<file path="src/rtl/fifo_rd_pkg.sv">
// Shared types and default sizing for the FIFO burst reader.
package fifo_rd_pkg;

    typedef enum logic {
        IDLE  = 1'b0,
        BURST = 1'b1
    } rd_state_e;

    localparam int unsigned DEF_DATA_W    = 16;
    localparam int unsigned DEF_USEDW_W   = 8;
    localparam int unsigned DEF_BURST_LEN = 16;
    localparam int unsigned DEF_TIMEOUT   = 64;

endpackage

</file>
<file path="src/rtl/out_skid_buf.sv">
// Two-entry data+last output buffer; slot 0 is the stream head.
module out_skid_buf
    import fifo_rd_pkg::*;
#(
    parameter int unsigned DATA_W = DEF_DATA_W
) (
    input  logic              clk,
    input  logic              rst,
    input  logic              i_push,
    input  logic [DATA_W-1:0] i_data,
    input  logic              i_last,
    input  logic              i_ready,
    output logic [DATA_W-1:0] o_data,
    output logic              o_last,
    output logic              o_valid,
    output logic [1:0]        o_occ
);

    logic [DATA_W-1:0] r_data0, r_data1;
    logic              r_last0, r_last1;
    logic [1:0]        r_occ;
    logic              w_pop;
    logic [1:0]        w_base;

    assign w_pop  = (r_occ != 2'd0) && i_ready;
    assign w_base = r_occ - {1'b0, w_pop};

    // Pop shifts slot 1 forward; a same-cycle push then lands behind the survivor.
    always_ff @(posedge clk) begin
        if (rst) begin
            r_data0 <= '0;
            r_data1 <= '0;
            r_last0 <= 1'b0;
            r_last1 <= 1'b0;
            r_occ   <= '0;
        end else begin
            if (w_pop) begin
                r_data0 <= r_data1;
                r_last0 <= (r_occ == 2'd2) ? r_last1 : 1'b0;
            end
            if (i_push) begin
                if (w_base == 2'd0) begin
                    r_data0 <= i_data;
                    r_last0 <= i_last;
                end else begin
                    r_data1 <= i_data;
                    r_last1 <= i_last;
                end
            end
            r_occ <= r_occ + {1'b0, i_push} - {1'b0, w_pop};
        end
    end

    assign o_data  = r_data0;
    assign o_last  = r_last0;
    assign o_valid = (r_occ != 2'd0);
    assign o_occ   = r_occ;

endmodule

</file>
<file path="src/rtl/fifo_burst_reader.sv">
// Burst read controller for a single-clock FIFO with a valid/ready/last output stream.
module fifo_burst_reader
    import fifo_rd_pkg::*;
#(
    parameter int unsigned DATA_W    = DEF_DATA_W,
    parameter int unsigned USEDW_W   = DEF_USEDW_W,
    parameter int unsigned BURST_LEN = DEF_BURST_LEN,
    parameter int unsigned TIMEOUT   = DEF_TIMEOUT
) (
    input  logic               clk,
    input  logic               rst,
    input  logic               enable,
    input  logic [DATA_W-1:0]  fifo_q,
    input  logic               fifo_empty,
    input  logic               fifo_full,
    input  logic [USEDW_W-1:0] fifo_usedw,
    output logic               fifo_rdreq,
    output logic [DATA_W-1:0]  m_data,
    output logic               m_valid,
    output logic               m_last,
    input  logic               m_ready,
    output logic               busy,
    output logic [15:0]        burst_cnt
);

    localparam int unsigned   LW         = USEDW_W + 1;
    localparam int unsigned   TW         = $clog2(TIMEOUT + 1);
    localparam logic [LW-1:0] LP_BURST   = LW'(BURST_LEN);
    localparam logic [TW-1:0] LP_TIMEOUT = TW'(TIMEOUT);

    rd_state_e     r_state;
    logic [TW-1:0] r_timer;
    logic [LW-1:0] r_req_left, r_out_left;
    logic          r_inflight, r_inflight_last, r_busy;
    logic [15:0]   r_burst_cnt;

    logic [LW-1:0] w_level, w_take;
    logic          w_start, w_pop, w_rdreq, w_valid, w_last;
    logic [1:0]    w_occ;
    logic [2:0]    w_fill;

    // usedw wraps to 0 when full, so full forces the top level bit.
    assign w_level = fifo_full ? {1'b1, {USEDW_W{1'b0}}} : {1'b0, fifo_usedw};
    assign w_take  = (w_level < LP_BURST) ? w_level : LP_BURST;
    assign w_start = (r_state == IDLE) && enable && (w_level != '0) &&
                     ((w_level >= LP_BURST) || ((r_timer == LP_TIMEOUT) && !fifo_empty));
    assign w_pop   = w_valid && m_ready;
    assign w_fill  = {1'b0, w_occ} + {2'b0, r_inflight} - {2'b0, w_pop};
    assign w_rdreq = (r_state == BURST) && (r_req_left != '0) && !fifo_empty && (w_fill < 3'd2);

    always_ff @(posedge clk) begin
        if (rst) begin
            r_state         <= IDLE;
            r_timer         <= '0;
            r_req_left      <= '0;
            r_out_left      <= '0;
            r_inflight      <= 1'b0;
            r_inflight_last <= 1'b0;
            r_busy          <= 1'b0;
            r_burst_cnt     <= '0;
        end else begin
            r_inflight      <= w_rdreq;
            r_inflight_last <= w_rdreq && (r_req_left == LW'(1));
            if (w_rdreq) r_req_left <= r_req_left - LW'(1);
            case (r_state)
                IDLE: begin
                    if (w_start) begin
                        r_state    <= BURST;
                        r_busy     <= 1'b1;
                        r_req_left <= w_take;
                        r_out_left <= w_take;
                        r_timer    <= '0;
                    end else if (fifo_empty) begin
                        r_timer <= '0;
                    end else if (r_timer != LP_TIMEOUT) begin
                        r_timer <= r_timer + TW'(1);
                    end
                end
                BURST: begin
                    if (w_pop) r_out_left <= r_out_left - LW'(1);
                    if (w_pop && (r_out_left == LW'(1))) begin
                        r_state     <= IDLE;
                        r_busy      <= 1'b0;
                        r_burst_cnt <= r_burst_cnt + 16'd1;
                    end
                end
                default: r_state <= IDLE;
            endcase
        end
    end

    out_skid_buf #(.DATA_W(DATA_W)) u_skid (
        .clk     (clk),
        .rst     (rst),
        .i_push  (r_inflight),
        .i_data  (fifo_q),
        .i_last  (r_inflight_last),
        .i_ready (m_ready),
        .o_data  (m_data),
        .o_last  (w_last),
        .o_valid (w_valid),
        .o_occ   (w_occ)
    );

    assign fifo_rdreq = w_rdreq;
    assign m_valid    = w_valid;
    assign m_last     = w_last;
    assign busy       = r_busy;
    assign burst_cnt  = r_burst_cnt;

endmodule

</file>
<file path="config.mk">
export PLATFORM = sky130hd
export DESIGN_NAME = fifo_burst_reader
export DESIGN_NICKNAME = d
export VERILOG_FILES = /design/src/rtl/fifo_rd_pkg.sv /design/src/rtl/out_skid_buf.sv /design/src/rtl/fifo_burst_reader.sv
export SDC_FILE = /design/constraint.sdc
export NUM_CORES = 1
export LEC_CHECK = 0
export BUFFER_PORTS_ARGS = -buffer_cell sky130_fd_sc_hd__buf_2
export CAP_MARGIN = 30
export CORE_ASPECT_RATIO = 1.75
export CORE_UTILIZATION = 49
export DETAILED_ROUTE_END_ITERATION = 10
export GPL_TIMING_DRIVEN = 1
export PLACE_DENSITY_LB_ADDON = 0.08
export REMOVE_ABC_BUFFERS = 1
export SYNTH_ARGS = -nofsm -noshare
export SYNTH_HDL_FRONTEND = slang
export SYNTH_HIERARCHICAL = 1
export SYNTH_SLANG_ARGS = --single-unit
</file>
<file path="constraint.sdc">
create_clock -name clk -period 4.65 [get_ports clk]
set_input_delay 0.465 -clock clk [delete_from_list [all_inputs] [get_ports clk]]
set_output_delay 0.465 -clock clk [all_outputs]
set_load 0.02 [all_outputs]
</file>
==> results of run 1 <==
[cell type report]
cell class | count | area share [%]
Clock inverter | 5 | 1.658
Sequential cell | 81 | 34.11
Multi-Input combinational cell | 354 | 47.30
Tap cell | 90 | 2.369
Inverter | 15 | 1.185
Timing Repair Buffer | 73 | 8.265
Clock buffer | 11 | 5.107
[synth_stat cells (3+ instances only)]
| cell type | count |
|---|---|
| ha_1 | 10 |
| buf_6 | 5 |
| nand3_1 | 17 |
| and2_1 | 3 |
| or3_1 | 8 |
| a21oi_1 | 26 |
| a211oi_1 | 5 |
| nand4_1 | 6 |
| a311oi_2 | 10 |
| nor2b_1 | 5 |
| clkbuf_1 | 12 |
| nor3_1 | 26 |
| nand2b_1 | 6 |
| or4_1 | 3 |
| xor2_1 | 14 |
| buf_1 | 3 |
| mux2i_1 | 17 |
| nor2_1 | 25 |
| nand4b_1 | 4 |
| or2_2 | 6 |
| inv_1 | 14 |
| buf_2 | 3 |
| a31oi_1 | 4 |
| and3_1 | 4 |
| a311oi_1 | 6 |
| nor4_1 | 3 |
| xnor2_1 | 3 |
| o21ai_0 | 14 |
| dfxtp_1 | 81 |
| nand2_1 | 89 |
| a21o_1 | 3 |
| o31ai_1 | 4 |
[worst register-to-register path, delay by kind of cell, from the launching register on]
family | cells | cell delay (ns)
AO/OA/AOI/OAI | 1 | 0.14
XOR/XNOR | 1 | 0.18
buffers and inverters | 1 | 0.19
flip-flops | 1 | 0.41
AND/OR/NAND/NOR | 6 | 1.60
adder cells (fa/ha/maj) | 2 | 0.65
[logic make-up (layout without fill, tap and decap cells)]
logic type	Yosys count	after routing	synth area share (%)
and+or+nand+nor	218	218	26.94
muxes	18	18	4.453
DFF	81	81	39.80
xor gates and xnor gates	17	17	3.655
buffers and inverters	40	104	5.006
adders and majority gates	11	11	3.563
AOI/OAI and AO/OA	90	90	16.58
[path summary, 6_finish.rpt]
kind | to | cells past startpoint
setup / recovery | fifo_rdreq | 10
hold / removal | u_skid/r_data1[8] | 3
setup reg to reg | r_req_left[8] | 11
hold reg to reg | u_skid/r_data1[6] | 2
[stage by stage]
step / power (uW) / hold slack, ns / utilization (%)
after floorplan: 864.8 / 0.4348 / -
after global placement: 933.1 / 0.4427 / 55.10
after detailed placement: 935.9 / 0.4524 / 55.10
after CTS: 1697 / 0.3780 / 59.11
after global routing: 1752 / 0.3896 / 59.29
final: 1684 / 0.3881 / 59.29
[state kept, by name, summed over array words and instances, names as in the netlist, 2 cells and up]
register,count
u_skid/o_data,16
r_req_left,9
u_skid/r_data1,16
r_timer,7
r_out_left,9
u_skid/o_occ,2
burst_cnt,16
[report_power, final]
group          switching, uW  internal, uW  leakage [uW]
Clock                    279           484      0.000159
Combinational            116          72.4       0.00104
Sequential              18.2           714      0.000656
[layout by cell type, fill, tap and decap left out, types with 14 or more instances in the layout]
master   instances
mux2i_1         17
a21oi_1         26
nand3_1         17
xor2_1          14
dfxtp_1         81
nor2_1          25
nor3_1          26
o21ai_0         14
nand2_1         89
inv_1           14
buf_2           65
[per-layer routing]
layer  vias up  routed length (um)
met1      1722                4083
met3        10                 291
met2        66                5052
met4         0                 197
li1       1810                   -
met5         -                   0
==> flow_summary.json, run 1 <==
{
  "clockBufferDepth": 2,
  "hold_buffers": 0,
  "cp-startpoint": "u_skid/o_occ[1]",
  "core-area_sq_um": 8016,
  "finalSetupViolCount": 0,
  "r2r_setup_slack_ns": 1.40,
  "nNetsFinal": 575,
  "yosysUniqueCellTypes": 59,
  "placed_cells_incl_taps": 612,
  "ys_seq_elements": 81,
  "period_share_pct": 74.88,
  "hold_path.class": "in -> reg",
  "outcome": "finished clean",
  "root_buffer": "clkbuf_16",
  "numCtsBuffers": 9,
  "cts_tree": "yes",
  "insertedDiodeCount": 0,
  "critical_path_peak_fanout": 10,
  "ioPinCount": 66,
  "dp_slack_ns": 1.396,
  "clk-insertion-delay-late_ns": 0.34,
  "use_met2_pct": 43.21,
  "netlist_instances": 475,
  "antenna_found_initial": 0,
  "cp.buffers_inverters": 2,
  "grt_pass1_vias": 3484,
  "worst-endpoint-required_ns": 4.18,
  "num_rows": 43,
  "leakagePower_uw": 0.001858,
  "rsz0062_at_grt": "false",
  "cts_resized": 0,
  "grt_pass1_wl_mm": 16.21,
  "cp_cell_sequence": "or2_2 > and2_1 > ha_1 > nand2b_1 > fa_1 > xor2_1 > nor3_1 > o21ai_4 > inv_1 > buf_2",
  "initial_core_util_pct": 50.82,
  "synth_top_area_cell": "dfxtp_1",
  "synth_area_leaders": "dfxtp_1 (40%), nand2_1 (8.2%), mux2i_1 (4.2%)",
  "grt_max_degree": 36,
  "vias_per_cell": 5.736,
  "synth_edf_count": 0,
  "fp.dieH_um": 122.6,
  "syn_to_final_growth_pct": 16.68,
  "grt.total_usage_pct": 23.76,
  "grt-busiest-layer": "met2",
  "yosysSeqAreaShare_pct": 39.80,
  "grt_use_met1_pct": 26.80,
  "die-area_sq_um": 8697,
  "clk_pin_slew_ns": 0.06,
  "dpl-instance-area_sq_um": 4417,
  "drt-pass1-iter-count": 7,
  "use_met3_pct": 4.105,
  "multi_input_area_sq_um": 2248,
  "ant_nets": 0,
  "io_buffer_count": 65,
  "finish.instance_area_sq_um": 4753,
  "htree_levels": 3,
  "ff_latch_area_sq_um": 1622,
  "r2r-start": "u_skid/o_occ[1]",
  "synth_ff_type": "dfxtp_1",
  "period_minus_slack_ns": 3.482,
  "wire_per_inst_um": 15.30,
  "fin_ws_ns": 1.168,
  "tns_ns": 0,
  "avgSynthCellArea_sq_um": 8.577,
  "endpoint_kind": "output pin",
  "worst_pin_slew_ns": 0.9067,
  "overflow": 0,
  "synthArstFlopShare_pct": 0,
  "finClkSkew_ns": 0.004630,
  "via_count": 3608,
  "postCtsSetupBuffers": 0,
  "nFillCells": 747,
  "drt_iter0_markers": 151,
  "hold_path.startpoint": "fifo_q[8]",
  "fmax_ghz": 0.2872,
  "cts_num_sinks": 81,
  "wl_mm": 9.625,
  "die_w_um": 70.93,
  "yosys_warnings": 6,
  "crit_type": "reg -> out",
  "drv_cap": 0,
  "drc": 0,
  "gp_congestion": 0.7893,
  "arrival_ns": 3.02,
  "drive_gt1_share_pct": 21.52,
  "cpPeakStageDelay_ns": 0.41,
  "syn_area_sq_um": 4074,
  "stdcell_count": 629,
  "slew_headroom_pct": 39.18,
  "power_density_nw_per_um2": 354.2,
  "dp_hpwl_mm": 6.679,
  "critPathTopFamily": "simple AND/OR/NAND/NOR gates",
  "critPathSlowestCell": "dfxtp_1",
  "hold_violations": 0,
  "worstSetupStartpointType": "flop",
  "vdd_drop_max_mv": 0.2276,
  "finalMaxSlewViolations": 0,
  "yosys.area.top_type_share_pct": 39.80
}
(Power assumes the default switching activity.)
==> run 2: changes to the inputs <==
- ABC_AREA: default -> 1
- clock period: 4.65 -> 2.8 ns (I/O delays scaled with it)
==> flow_summary.json, run 2 <==
{
  "period_minus_slack_ns": 2.657,
  "yosysUniqueCellTypes": 35,
  "cts_tree": "yes",
  "yosys.area.top_type_share_pct": 34.77,
  "arrival_ns": 2.38,
  "hold_violations": 0,
  "worst_pin_slew_ns": 0.5953,
  "synth_area_leaders": "dfxtp_1 (35%), nand2_1 (15%), nor2_1 (9.1%)",
  "clk_pin_slew_ns": 0.06,
  "r2r_setup_slack_ns": 0.41,
  "power.total_uw": 2921,
  "root_buffer": "clkbuf_16",
  "wire_per_inst_um": 12.26,
  "netlist_top_cells_count": "nand2_1 (186), nor2_1 (113), dfxtp_1 (81)",
  "finClkSkew_ns": 0.008025,
  "yosys_warnings": 6,
  "period_share_pct": 94.90,
  "wl_mm": 11.06,
  "gp_congestion": 0.8731,
  "layout_common_cells": "nand2_1 (186), nor2_1 (113), dfxtp_1 (80)",
  "clk-insertion-delay-late_ns": 0.34,
  "final_common_cell": "nand2_1",
  "synth_edf_count": 0,
  "drv_cap": 0,
  "r2r-start": "u_skid/o_occ[0]",
  "die_w_um": 75.75,
  "syn_to_final_growth_pct": 15.94,
  "antenna_found_initial": 0,
  "io_buffer_count": 65,
  "yosysSeqAreaShare_pct": 34.77,
  "drt_iter0_markers": 215,
  "power_density_nw_per_um2": 540.2,
  "cts_num_sinks": 81,
  "num_rows": 46,
  "via_count": 4534,
  "hold_path.startpoint": "fifo_q[13]",
  "numCtsBuffers": 9,
  "tns_ns": 0,
  "grt.total_usage_pct": 23.88,
  "finalMaxSlewViolations": 0,
  "outcome": "finished clean",
  "min_to": "u_skid/o_data[13]",
  "die-area_sq_um": 9926,
  "grt_pass1_wl_mm": 18.18,
  "multi_input_area_sq_um": 2584,
  "endpoint_kind": "output pin",
  "ys_seq_elements": 81,
  "drc": 0,
  "worst-endpoint-required_ns": 2.52,
  "worstSetupStartpointType": "flop",
  "overflow": 0,
  "fp.dieH_um": 131.1,
  "drt-pass1-iter-count": 4,
  "grt_pass1_vias": 4144,
  "insertedDiodeCount": 0,
  "leakagePower_uw": 0.002475,
  "hold_path.class": "in -> reg",
  "nFillCells": 902,
  "dp_hpwl_mm": 7.956,
  "synthArstFlopShare_pct": 0,
  "ant_nets": 0,
  "netlist_instances": 714,
  "fmax_ghz": 0.3763,
  "drive_gt1_share_pct": 15.98,
  "synth_top_area_cell": "dfxtp_1",
  "vdd_drop_max_mv": 0.4199,
  "core-area_sq_um": 9151,
  "synth_ff_type": "dfxtp_1",
  "yosysMostFrequentCell": "nand2_1",
  "syn_area_sq_um": 4663,
  "clockBufferDepth": 2,
  "grt_max_degree": 36,
  "finalSetupViolCount": 0,
  "holdPathStages": 3,
  "crit_type": "reg -> out",
  "vias_per_cell": 5.027,
  "htree_levels": 3,
  "holdWs_ns": 0.2079,
  "r2r_cells": 16,
  "regToRegEndpoint": "r_req_left[1]",
  "initial_core_util_pct": 50.96,
  "ff_latch_area_sq_um": 1623,
  "avgSynthCellArea_sq_um": 6.531,
  "critical_path_peak_fanout": 6,
  "slew_headroom_pct": 60.20,
  "nNetsFinal": 818,
  "ioPinCount": 66
}
==> run 2: cell types whose count changed in the layout (fill, tap and decap cells not counted), sizes merged, moves of 19 or more <==
cell | previous run | this run
nor2 | 25 | 120
inv | 14 | 80
nand2 | 89 | 196
nand3 | 17 | 62
a21oi | 26 | 45
nand3b | 1 | 20
nor3 | 26 | 5
==> run 2: area by class of cell <==
cell class | instances | area share [%]
repair buffers | 79 | 8.007
multi-input cells | 524 | 47.79
clock buffers | 10 | 4.420
clock inverters | 6 | 1.250
flip-flops and latches | 81 | 30.02
well taps | 120 | 2.777
inverters | 82 | 5.739
==> run 2: report_power, final <==
group | internal, uW | switching, uW
logic | 177 | 307
clock network | 716 | 486
registers | 1200 | 37.3
==> run 2: metrics by stage <==
stage	instance area [sq um]	utilization, %	worst slack [ns]	cells
finish	5406	59.08	0.1429	902
global placement	5074	55.44	0.2388	884
detailed placement	5074	55.44	0.1619	884
CTS	5399	59.00	0.06489	901
floorplan	4508	-	-0.02232	687
global route	5406	59.08	-0.003743	902
==> run 2: timing repair <==
item / CTS / global route
buffers inserted: 1 / 1
hold buffers: 0 / 0
resized for setup: 4 / 0
pin swaps: 1 / 1
setup endpoints to repair: 1 / 1
==> run 2: critical path: stages (launching register included) <==
cell      delay, ns
dfxtp_2        0.38
inv_1          0.09
nand2_2        0.06
nand2_1        0.05
inv_1          0.10
ha_1           0.24
inv_1          0.05
nand2_1        0.05
fa_1           0.52
nand3b_4       0.09
nor2_4         0.12
nand2_4        0.08
inv_4          0.08
buf_4          0.14
==> run 2: worst max-delay path by stage <==
stage,cells past startpoint,slack (ns),startpoint,endpoint
2_1_floorplan,12,-0.02,u_skid/o_occ[1],fifo_rdreq
3_3_place_gp,13,0.24,u_skid/o_occ[0],fifo_rdreq
3_5_place_dp,13,0.16,u_skid/o_occ[0],fifo_rdreq
4_1_cts,13,0.06,u_skid/o_occ[0],fifo_rdreq
5_1_grt,13,-0.004,u_skid/o_occ[0],fifo_rdreq
6_report,13,0.14,u_skid/o_occ[0],fifo_rdreq
==> run 2: layer usage <==
layer  up-vias  part of all wire (%)  routed length [um]  global-route usage [%]
met3         5                   2.5                 278                   4.128
met4         0                  0.82                  91                   8.824
li1       2397                     -                   -                       -
met1      2055                    40                4422                   24.52
met2        77                    57                6262                   46.07
met5         -                     0                   0                       0
==> run 2: kinds of logic after synthesis <==
| group | after synthesis | share of synthesized area, % |
|---|---|---|
| simple gates | 426 | 41.02 |
| xor+xnor | 16 | 3.005 |
| buf+inv | 109 | 9.928 |
| flops | 81 | 34.77 |
| mux | 1 | 0.2147 |
| fa+ha+maj | 11 | 3.112 |
| compound gates | 70 | 7.942 |
